==> src/rtl/sram_port_arbiter.sv <==
// Two-port (instruction/data) round-robin arbiter onto a 16-bit asynchronous SRAM; each 32-bit word is two halfword accesses.
// Optional macro SRAM_WAIT_STATE_EN stretches each halfword phase to two cycles.
module sram_port_arbiter #(
    parameter int WADR_W = 19
) (
    input  logic              clk,
    input  logic              reset,
    input  logic              i_req,
    input  logic [WADR_W-1:0] i_adr,
    output logic [31:0]       i_rdata,
    output logic              i_ack,
    input  logic              d_req,
    input  logic              d_we,
    input  logic [WADR_W-1:0] d_adr,
    input  logic [31:0]       d_wdata,
    output logic [31:0]       d_rdata,
    output logic              d_ack,
    output logic [WADR_W:0]   sram_adr,
    output logic [15:0]       sram_dq_o,
    input  logic [15:0]       sram_dq_i,
    output logic              sram_dq_oe,
    output logic              sram_we_n,
    output logic              sram_oe_n,
    output logic              busy
);

`ifdef SRAM_WAIT_STATE_EN
    localparam bit WAIT_EN = 1'b1;
`else
    localparam bit WAIT_EN = 1'b0;
`endif

    typedef enum logic [1:0] {IDLE, LO, HI, DONE} state_t;

    state_t            state_q, state_d;
    logic              ws_q, ws_d;          // second cycle of a stretched half
    logic              last_d_q, last_d_d;  // data port held the previous grant
    logic              sel_d_q, sel_d_d;    // current access belongs to data port
    logic              we_q, we_d;
    logic [WADR_W-1:0] adr_q, adr_d;
    logic [31:0]       wdata_q, wdata_d;
    logic [31:0]       i_rdata_q, i_rdata_d, d_rdata_q, d_rdata_d;
    logic              i_ack_q, i_ack_d, d_ack_q, d_ack_d;
    logic [WADR_W:0]   sram_adr_q, sram_adr_d;
    logic [15:0]       sram_dq_o_q, sram_dq_o_d;
    logic              sram_dq_oe_q, sram_dq_oe_d;
    logic              sram_we_n_q, sram_we_n_d;
    logic              sram_oe_n_q, sram_oe_n_d;
    logic              win_d, hi_sel;

    always_comb begin
        state_d   = state_q;
        ws_d      = 1'b0;
        last_d_d  = last_d_q;
        sel_d_d   = sel_d_q;
        we_d      = we_q;
        adr_d     = adr_q;
        wdata_d   = wdata_q;
        i_rdata_d = i_rdata_q;
        d_rdata_d = d_rdata_q;
        win_d     = 1'b0;

        case (state_q)
            IDLE: begin
                if (i_req || d_req) begin
                    win_d    = d_req && (!i_req || !last_d_q);
                    last_d_d = win_d;
                    sel_d_d  = win_d;
                    we_d     = win_d && d_we;
                    adr_d    = win_d ? d_adr : i_adr;
                    wdata_d  = d_wdata;
                    state_d  = LO;
                end
            end
            LO: begin
                if (WAIT_EN && !ws_q) begin
                    ws_d = 1'b1;
                end else begin
                    state_d = HI;
                    if (!we_q) begin
                        if (sel_d_q) d_rdata_d[15:0] = sram_dq_i;
                        else         i_rdata_d[15:0] = sram_dq_i;
                    end
                end
            end
            HI: begin
                if (WAIT_EN && !ws_q) begin
                    ws_d = 1'b1;
                end else begin
                    state_d = DONE;
                    if (!we_q) begin
                        if (sel_d_q) d_rdata_d[31:16] = sram_dq_i;
                        else         i_rdata_d[31:16] = sram_dq_i;
                    end
                end
            end
            default: state_d = IDLE;
        endcase
    end

    // SRAM pins are registered from the next state so they are glitch-free.
    always_comb begin
        sram_adr_d   = sram_adr_q;
        sram_dq_o_d  = sram_dq_o_q;
        sram_dq_oe_d = 1'b0;
        sram_we_n_d  = 1'b1;
        sram_oe_n_d  = 1'b1;
        i_ack_d      = 1'b0;
        d_ack_d      = 1'b0;
        hi_sel       = (state_d == HI);

        if (state_d == LO || state_d == HI) begin
            sram_adr_d = {adr_d, hi_sel};
            if (we_d) begin
                sram_dq_o_d  = hi_sel ? wdata_d[31:16] : wdata_d[15:0];
                sram_dq_oe_d = 1'b1;
                sram_we_n_d  = WAIT_EN ? !ws_d : 1'b0;
            end else begin
                sram_oe_n_d  = 1'b0;
            end
        end else if (state_d == DONE) begin
            i_ack_d = !sel_d_d;
            d_ack_d = sel_d_d;
        end
    end

    always_ff @(posedge clk) begin
        if (reset) begin
            state_q      <= IDLE;
            ws_q         <= 1'b0;
            last_d_q     <= 1'b1;
            sel_d_q      <= 1'b0;
            we_q         <= 1'b0;
            adr_q        <= '0;
            wdata_q      <= '0;
            i_rdata_q    <= '0;
            d_rdata_q    <= '0;
            i_ack_q      <= 1'b0;
            d_ack_q      <= 1'b0;
            sram_adr_q   <= '0;
            sram_dq_o_q  <= '0;
            sram_dq_oe_q <= 1'b0;
            sram_we_n_q  <= 1'b1;
            sram_oe_n_q  <= 1'b1;
        end else begin
            state_q      <= state_d;
            ws_q         <= ws_d;
            last_d_q     <= last_d_d;
            sel_d_q      <= sel_d_d;
            we_q         <= we_d;
            adr_q        <= adr_d;
            wdata_q      <= wdata_d;
            i_rdata_q    <= i_rdata_d;
            d_rdata_q    <= d_rdata_d;
            i_ack_q      <= i_ack_d;
            d_ack_q      <= d_ack_d;
            sram_adr_q   <= sram_adr_d;
            sram_dq_o_q  <= sram_dq_o_d;
            sram_dq_oe_q <= sram_dq_oe_d;
            sram_we_n_q  <= sram_we_n_d;
            sram_oe_n_q  <= sram_oe_n_d;
        end
    end

    assign i_rdata    = i_rdata_q;
    assign d_rdata    = d_rdata_q;
    assign i_ack      = i_ack_q;
    assign d_ack      = d_ack_q;
    assign sram_adr   = sram_adr_q;
    assign sram_dq_o  = sram_dq_o_q;
    assign sram_dq_oe = sram_dq_oe_q;
    assign sram_we_n  = sram_we_n_q;
    assign sram_oe_n  = sram_oe_n_q;
    assign busy       = (state_q != IDLE);

endmodule

==> config.mk <==
export PLATFORM = sky130hd
export DESIGN_NAME = sram_port_arbiter
export DESIGN_NICKNAME = d
export VERILOG_FILES = /design/src/rtl/sram_port_arbiter.sv
export SDC_FILE = /design/constraint.sdc
export NUM_CORES = 1
export LEC_CHECK = 0
export CORE_MARGIN = 3
export CORE_UTILIZATION = 43
export CTS_BUF_LIST = sky130_fd_sc_hd__clkbuf_8
export CTS_CLUSTER_DIAMETER = 50
export DETAILED_ROUTE_END_ITERATION = 8
export GPL_TIMING_DRIVEN = 0
export PLACE_DENSITY = 0.78
export SYNTH_ARGS = -nofsm -noshare
export SYNTH_HDL_FRONTEND = slang
export SYNTH_SLANG_ARGS = --single-unit
==> constraint.sdc <==
create_clock -name clk -period 2.3 [get_ports clk]
set_clock_uncertainty 0.2 [all_clocks]
set_input_delay 0.345 -clock clk [delete_from_list [all_inputs] [get_ports clk]]
set_output_delay 0.345 -clock clk [all_outputs]
set_load 0.005 [all_outputs]
==> summary.md, run 1 <==
| Metric | Value |
|---|---|
| Initial antenna violation count | 0 |
| CP max FO | 9 |
| RSZ-0062 raised after global routing | true |
| Outcome | completed |
| Type of origin of the critical path | flop |
| GRT Overall Usage | 23.0% |
| Placed cell count | 1112 |
| Synth Cell Area | 6290 um^2 |
| Yosys reg bits | 161 |
| Power Density | 1130 nW/um^2 |
| Placer Congestion | 0.824 |
| Yosys top cell by area | dfxtp_1 |
| Share of layout cells above drive strength 1 | 9.26% |
| Die height | 127 um |
| Grt ovf | 0 |
| Routed vias | 6006 |
| Largest net degree at the start of global routing | 17 |
| Worst slew pin tran | 626 ps |
| Placed inst area | 8470 um^2 |
| CP arrival | 2380 ps |
| Top delay family on crit path | simple AND/OR/NAND/NOR gates |
| Slew Limit Fails | 0 |
| Worst Path Required | 2430 ps |
| Core footprint | 14100 um^2 |
| Synth top area share | 51.2% |
| DRC Markers | 0 |
| Setup CP Type | flop to flop |
| Post-Synthesis Cells | 737 |
| Initial core utilization | 44.6% |
| Router iterations before antenna repair | 5 |
| R2r setup slk | 50 ps |
| Max-Cap Viols | 0 |
| Library cells used by synthesis | 38 |
| Biggest cell delay along the critical path | 540 ps |
| Clock Sinks | 161 |
| Design area | 9060 um^2 |
| Share of the yosys chip area belonging to registers | 51.2% |
| Final setup violation count | 0 |
| Fin worst setup slack | 54.2 ps |
| Setup Slack @ Placement | -781 ps |
| Synth top cells by count | nand2_1, dfxtp_1, a21oi_1 |
| Fin crit share | 97.6% |
| DR WL/cell | 16.6 um |
| Initial DRC count | 268 |
| Top post-synthesis cells by area | dfxtp_1, nand2_1, a21oi_1, mux4_2, clkbuf_1 |
| Max-slew headroom | 58.3% |
| Avg Inst Size Synth | 8.53 um^2 |
| CTS tree | done |
| CP max stage cell | or4_4 |
| Ys Warns | 0 |
| Hold Vio Cnt, Final | 0 |
| Top-count cell post-synth | nand2_1 |
| Vias in the first global route | 5793 |
| Worst-path cell chain | buf_6, or4_4, o2111a_2, or3_4, clkbuf_16, mux2i_1 |
| Syn_nets | 833 |
| Area growth syn-to-layout | 44.0% |
| P_leak | 3.37 nW |
| Final worst path period need | 2250 ps |
| Total Power | 10.2 mW |
| Width of the die | 127 um |
| F_max | 445 MHz |
| VDD IR-drop max | 0.000551 V |
| Main synth FF type | dfxtp_1 |
| Async S/R FF share, synth | 0% |
| WL final | 19.2 mm |
| CTS root buf | clkbuf_8 |
| Clk_lat worst skew | 440 ps |
| # H-tree levels | 4 |
| Fin cells | 1152 |
| First-pass GRT wire length | 29.3 mm |
| IO Port Bufs | 195 |
| Hold WC Path Type | input port to flop |
| # IOs | 197 |
| Die ar. | 16100 um^2 |
| CP Capture Type | flop |
| FP Rows | 43 |
| CTS Buffer Depth | 2 |
| Final ANT Viol Nets | 0 |
| Buf/Inv on CP | 2 |
| EDFF count, synth | 0 |
| Worst-path clk slew | 80 ps |
| Avg Vias per Cell | 5.21 |
| Layout Nets | 1058 |
| Hold_ws | 75.3 ps |
| Post-DP HPWL | 13.9 mm |
| Ant diodes | 0 |
| CTS Buf Count | 17 |
-- final timing paths --
check	start	end	cells after the start
setup / recovery	state_q[1]$_SDFF_PP0_	sram_dq_o[6]$_SDFFE_PP0P_	6
hold / removal	i_req	last_d_q$_SDFFE_PP1P_	4
setup reg to reg	state_q[1]$_SDFF_PP0_	sram_dq_o[6]$_SDFFE_PP0P_	6
hold reg to reg	i_rdata[6]$_SDFFE_PP0P_	i_rdata[6]$_SDFFE_PP0P_	2
-- placed cells by master, fill, tap and decap left out, drive strengths merged, types with 2 or more instances in the layout --
cell type and instances:
nand2 270, clkdlybuf4s50 194, dfxtp 161, a21oi 116, clkbuf 64, nor2 24, buf 22, o2bb2ai 19
o22ai 19, mux4 16, mux2i 16, inv 8, ha 5, and2 4, bufinv 4, clkinvlp 3
nand3 3, o211ai 2, clkinv 2, o21ai 2, o2111a 2
-- cell type report --
type / instances / area (um^2)
clock buffer: 18 / 248
tap: 180 / 225
timing repair buffer: 208 / 2070
fill: 1207 / 5040
inverter: 6 / 25.0
clock inverter: 11 / 165
multi-input combinational: 513 / 2810
sequential: 161 / 3230
buffer: 55 / 288
-- routing by layer --
metal,GRT usage [%],vias up,part of all wire (%)
li1,-,2920,-
met1,28.1,2803,40
met2,37.8,257,47
met3,9.01,26,11
met4,6.69,0,1.5
met5,0,-,0
-- per-stage QoR --
| stage | util, % | setup TNS (ps) |
|---|---|---|
| after floorplan | - | 0 |
| after global placement | 60.1 | -52880 |
| after detailed placement | 60.1 | -54250 |
| after CTS | 63.4 | -1.41 |
| after global routing | 64.2 | -0.839 |
| final | 64.2 | 0 |
-- logic make-up (layout without fill, tap and decap cells) --
family                   count (synthesis)  after routing  synth area share [%]
adder cells (fa/ha/maj)                  5              5                 0.995
multiplexers                            32             32                  8.28
buffers and inverters                   63            298                  4.63
AND/OR/NAND/NOR                        308            308                  19.2
flip-flops                             161            161                  51.2
AO/OA/AOI/OAI                          168            168                  15.7
-- repair_timing --
item,in CTS,in global routing
gates cloned,0,1
pin swaps,1,3
resized for setup,18,18
hold buffers,0,0
setup buffers,3,9
endpoints found under the setup margin,87,70
-- sequential cells by signal, summed over array words and instances, names as in the netlist --
register / count
we_q: 1
wdata_q: 32
sram_we_n: 1
i_rdata: 32
last_d_q: 1
sel_d_q: 1
d_ack: 1
sram_oe_n: 1
sram_dq_oe: 1
d_rdata: 32
sram_adr: 20
sram_dq_o: 16
adr_q: 19
state_q: 2
i_ack: 1
-- power breakdown --
| part | switching, mW | internal [mW] |
|---|---|---|
| combinational | 2.26 | 2.08 |
| sequential | 0.272 | 3.38 |
| clock | 1.01 | 1.19 |
| total | 3.54 | 6.65 |
-- tightest hold or removal path: stages --
cell      delay [ps]
buf_6            110
nand2_1           80
nand2_1           50
o211ai_1          80
Note: power is estimated with default switching activity, not from simulation.
==> run 2: changes to the inputs <==
--- a/config.mk
+++ b/config.mk
@@ -12,6 +12,7 @@
 export DETAILED_ROUTE_END_ITERATION = 8
 export GPL_TIMING_DRIVEN = 0
 export PLACE_DENSITY = 0.78
+export SKIP_CTS_REPAIR_TIMING = 1
 export SYNTH_ARGS = -nofsm -noshare
 export SYNTH_HDL_FRONTEND = slang
 export SYNTH_SLANG_ARGS = --single-unit
==> run 2 against run 1 <==
Net effect: sequential share of layout area about the same; flip-flop and latch count unchanged; critical path depth increased by 3; count of clock-buffer cells in the layout unchanged; register-to-register slack got worse by 30 ps; core utilization increased by 0.062 points; global-route usage decreased by 0.098 points; via count decreased by 0.23%; combinational power about the same; die area unchanged; routed wire length increased by 0.94%; first-iteration DRC count increased by 20%.
==> summary.md, run 2 (synthesis gave the netlist of run 1 again) <==
| Metric | Value |
|---|---|
| RSZ-0062 raised after global routing | true |
| CTS Buffer Depth | 2 (unchanged) |
| Met3 Routed Length | 1.96 mm (-7.7%) |
| Final worst path period need | 2270 ps (+28.8 ps) |
| Wl on met1 | 7.94 mm (+2.8%) |
| Max-slew headroom | 57.6% (-0.66 points) |
| CP Capture Type | flop |
| Area growth syn-to-layout | 44.1% (about the same) |
| GRT Overall Usage | 22.9% (-0.098 points) |
| Vias in the first global route | 5754 (-0.67%) |
| Routed vias | 5992 (-0.23%) |
| Final ANT Viol Nets | 0 (unchanged) |
| Design area | 9060 um^2 (about the same) |
| Hold WC Path Type | input port to flop |
| CTS Buf Count | 17 (unchanged) |
| DRC Markers | 0 (unchanged) |
| Layout Nets | 1058 (unchanged) |
| FP Rows | 43 (unchanged) |
| Fin cells | 1152 (unchanged) |
| Width of the die | 127 um (unchanged) |
| P_leak | 3.39 nW (+0.57%) |
| Initial core utilization | 44.6% (unchanged) |
| # IOs | 197 (unchanged) |
| Most frequent cells in the layout | nand2_1, clkdlybuf4s50_1, dfxtp_1 |
| Type of origin of the critical path | flop |
| Share of layout cells above drive strength 1 | 9.57% (+0.31 points) |
| Max-Cap Viols | 0 (unchanged) |
| First-pass GRT wire length | 29.2 mm (-0.45%) |
| Outcome | completed |
| Setup CP Type | flop to flop |
| Fill count | 1214 (+0.58%) |
| Slew Limit Fails | 0 (unchanged) |
| Final core occ | 64.3% (about the same) |
| Clock Sinks | 161 (unchanged) |
| F_max | 440 MHz (-1.3%) |
| Commonest non-fill, non-tap cell in the layout | nand2_1 |
| VDD IR-drop max | 0.000502 V (-8.9%) |
| Fin worst setup slack | 25.3 ps (-28.8 ps) |
| DR WL/cell | 16.8 um (+0.94%) |
| WL final | 19.4 mm (+0.94%) |
| Initial DRC count | 321 (+20%) |
| Core footprint | 14100 um^2 (unchanged) |
| Setup Slack @ Placement | -781 ps (unchanged) |
| Worst Path Required | 2440 ps (about the same) |
| CP arrival | 2410 ps (+30 ps) |
| Worst r2r src | state_q[1]$_SDFF_PP0_ |
| Top Layer Used | met4 |
| Placed cell count | 1112 (unchanged) |
| Post-DP HPWL | 13.9 mm (unchanged) |
| Clk_lat worst skew | 440 ps (about the same) |
| Die height | 127 um (unchanged) |
| Power Density | 1120 nW/um^2 (-0.18%) |
| Fin crit share | 98.9% (+1.3 points) |
| Worst setup path start | state_q[1]$_SDFF_PP0_ |
| Placed inst area | 8470 um^2 (unchanged) |
| IO Port Bufs | 195 (unchanged) |
| Worst-path clk slew | 80 ps (about the same) |
| # H-tree levels | 4 (unchanged) |
| CTS root buf | clkbuf_8 |
| CTS tree | done |
| Largest net degree at the start of global routing | 17 (unchanged) |
| Placer Congestion | 0.824 (unchanged) |
| Router iterations before antenna repair | 5 (unchanged) |
| Die ar. | 16100 um^2 (unchanged) |
| Hold Vio Cnt, Final | 0 (unchanged) |
| Worst slew pin tran | 636 ps (+9.89 ps) |
| Ant diodes | 0 (unchanged) |
| Grt ovf | 0 (unchanged) |
| Final setup violation count | 0 (unchanged) |
| Avg Vias per Cell | 5.20 (-0.23%) |
| Initial antenna violation count | 0 (unchanged) |
| Met2 WL | 9.16 mm (+1.3%) |
| CP max FO | 8 (-1) |
| Worst hold path startpoint | i_req |
## run 2: cell count changes in the layout (fill, tap and decap cells not counted), moves of 2 or more
| cell | change |
|---|---|
| clkbuf_2 | +4 |
| buf_2 | +3 |
| clkbuf_1 | -3 |
| clkbuf_4 | -3 |
| buf_4 | -2 |
## run 2: power by group
| group | total (mW) | switching [mW] | internal [mW] |
|---|---|---|---|
| Clock | 2.19 | 1.00 | 1.19 |
| Combinational | 4.33 | 2.27 | 2.05 |
| Sequential | 3.66 | 0.279 | 3.38 |
| Total | 10.2 | 3.56 | 6.63 |
## run 2: worst max-delay path: stages (launching register included)
cell       delay [ps]
dfxtp_2           340
buf_6             130
inv_4              60
ha_4              150
buf_8             120
o31ai_1            90
o211a_1           280
or3_4             490
clkbuf_16         200
mux2i_1           110
## run 2: layer usage
metal | track usage, % | up-vias
li1 | - | 2924
met2 | 37.5 | 225
met1 | 28.1 | 2817
met3 | 9.01 | 26
met5 | 0 | -
met4 | 6.69 | 0
## run 2: cell type report
| cell class | instances | area, um^2 | share of cell area, % |
|---|---|---|---|
| plain buffers | 55 | 278 | 3.06 |
| clock buffers | 18 | 248 | 2.73 |
| clock inverters | 11 | 165 | 1.82 |
| inverters | 6 | 25.0 | 0.276 |
| multi-input cells | 513 | 2820 | 31.1 |
| flip-flops and latches | 161 | 3230 | 35.6 |
| well taps | 180 | 225 | 2.48 |
| repair buffers | 208 | 2080 | 22.9 |
## run 2: final timing paths
check | end | slack [ps] | depth (start not counted)
max | sram_dq_o[6]$_SDFFE_PP0P_ | 30 | 9
min | last_d_q$_SDFFE_PP1P_ | 90 | 4
max reg2reg | sram_dq_o[6]$_SDFFE_PP0P_ | 30 | 9
min reg2reg | i_rdata[6]$_SDFFE_PP0P_ | 250 | 2
## run 2: stage by stage
stage	total power [mW]	setup TNS, ps	hold WS (ps)
detailed placement	7.67	-54250	245
CTS	9.86	-20030	45.9
global placement	7.59	-52880	239
global route	10.8	-218	97.7
finish	10.2	0	89.5
floorplan	6.11	0	233
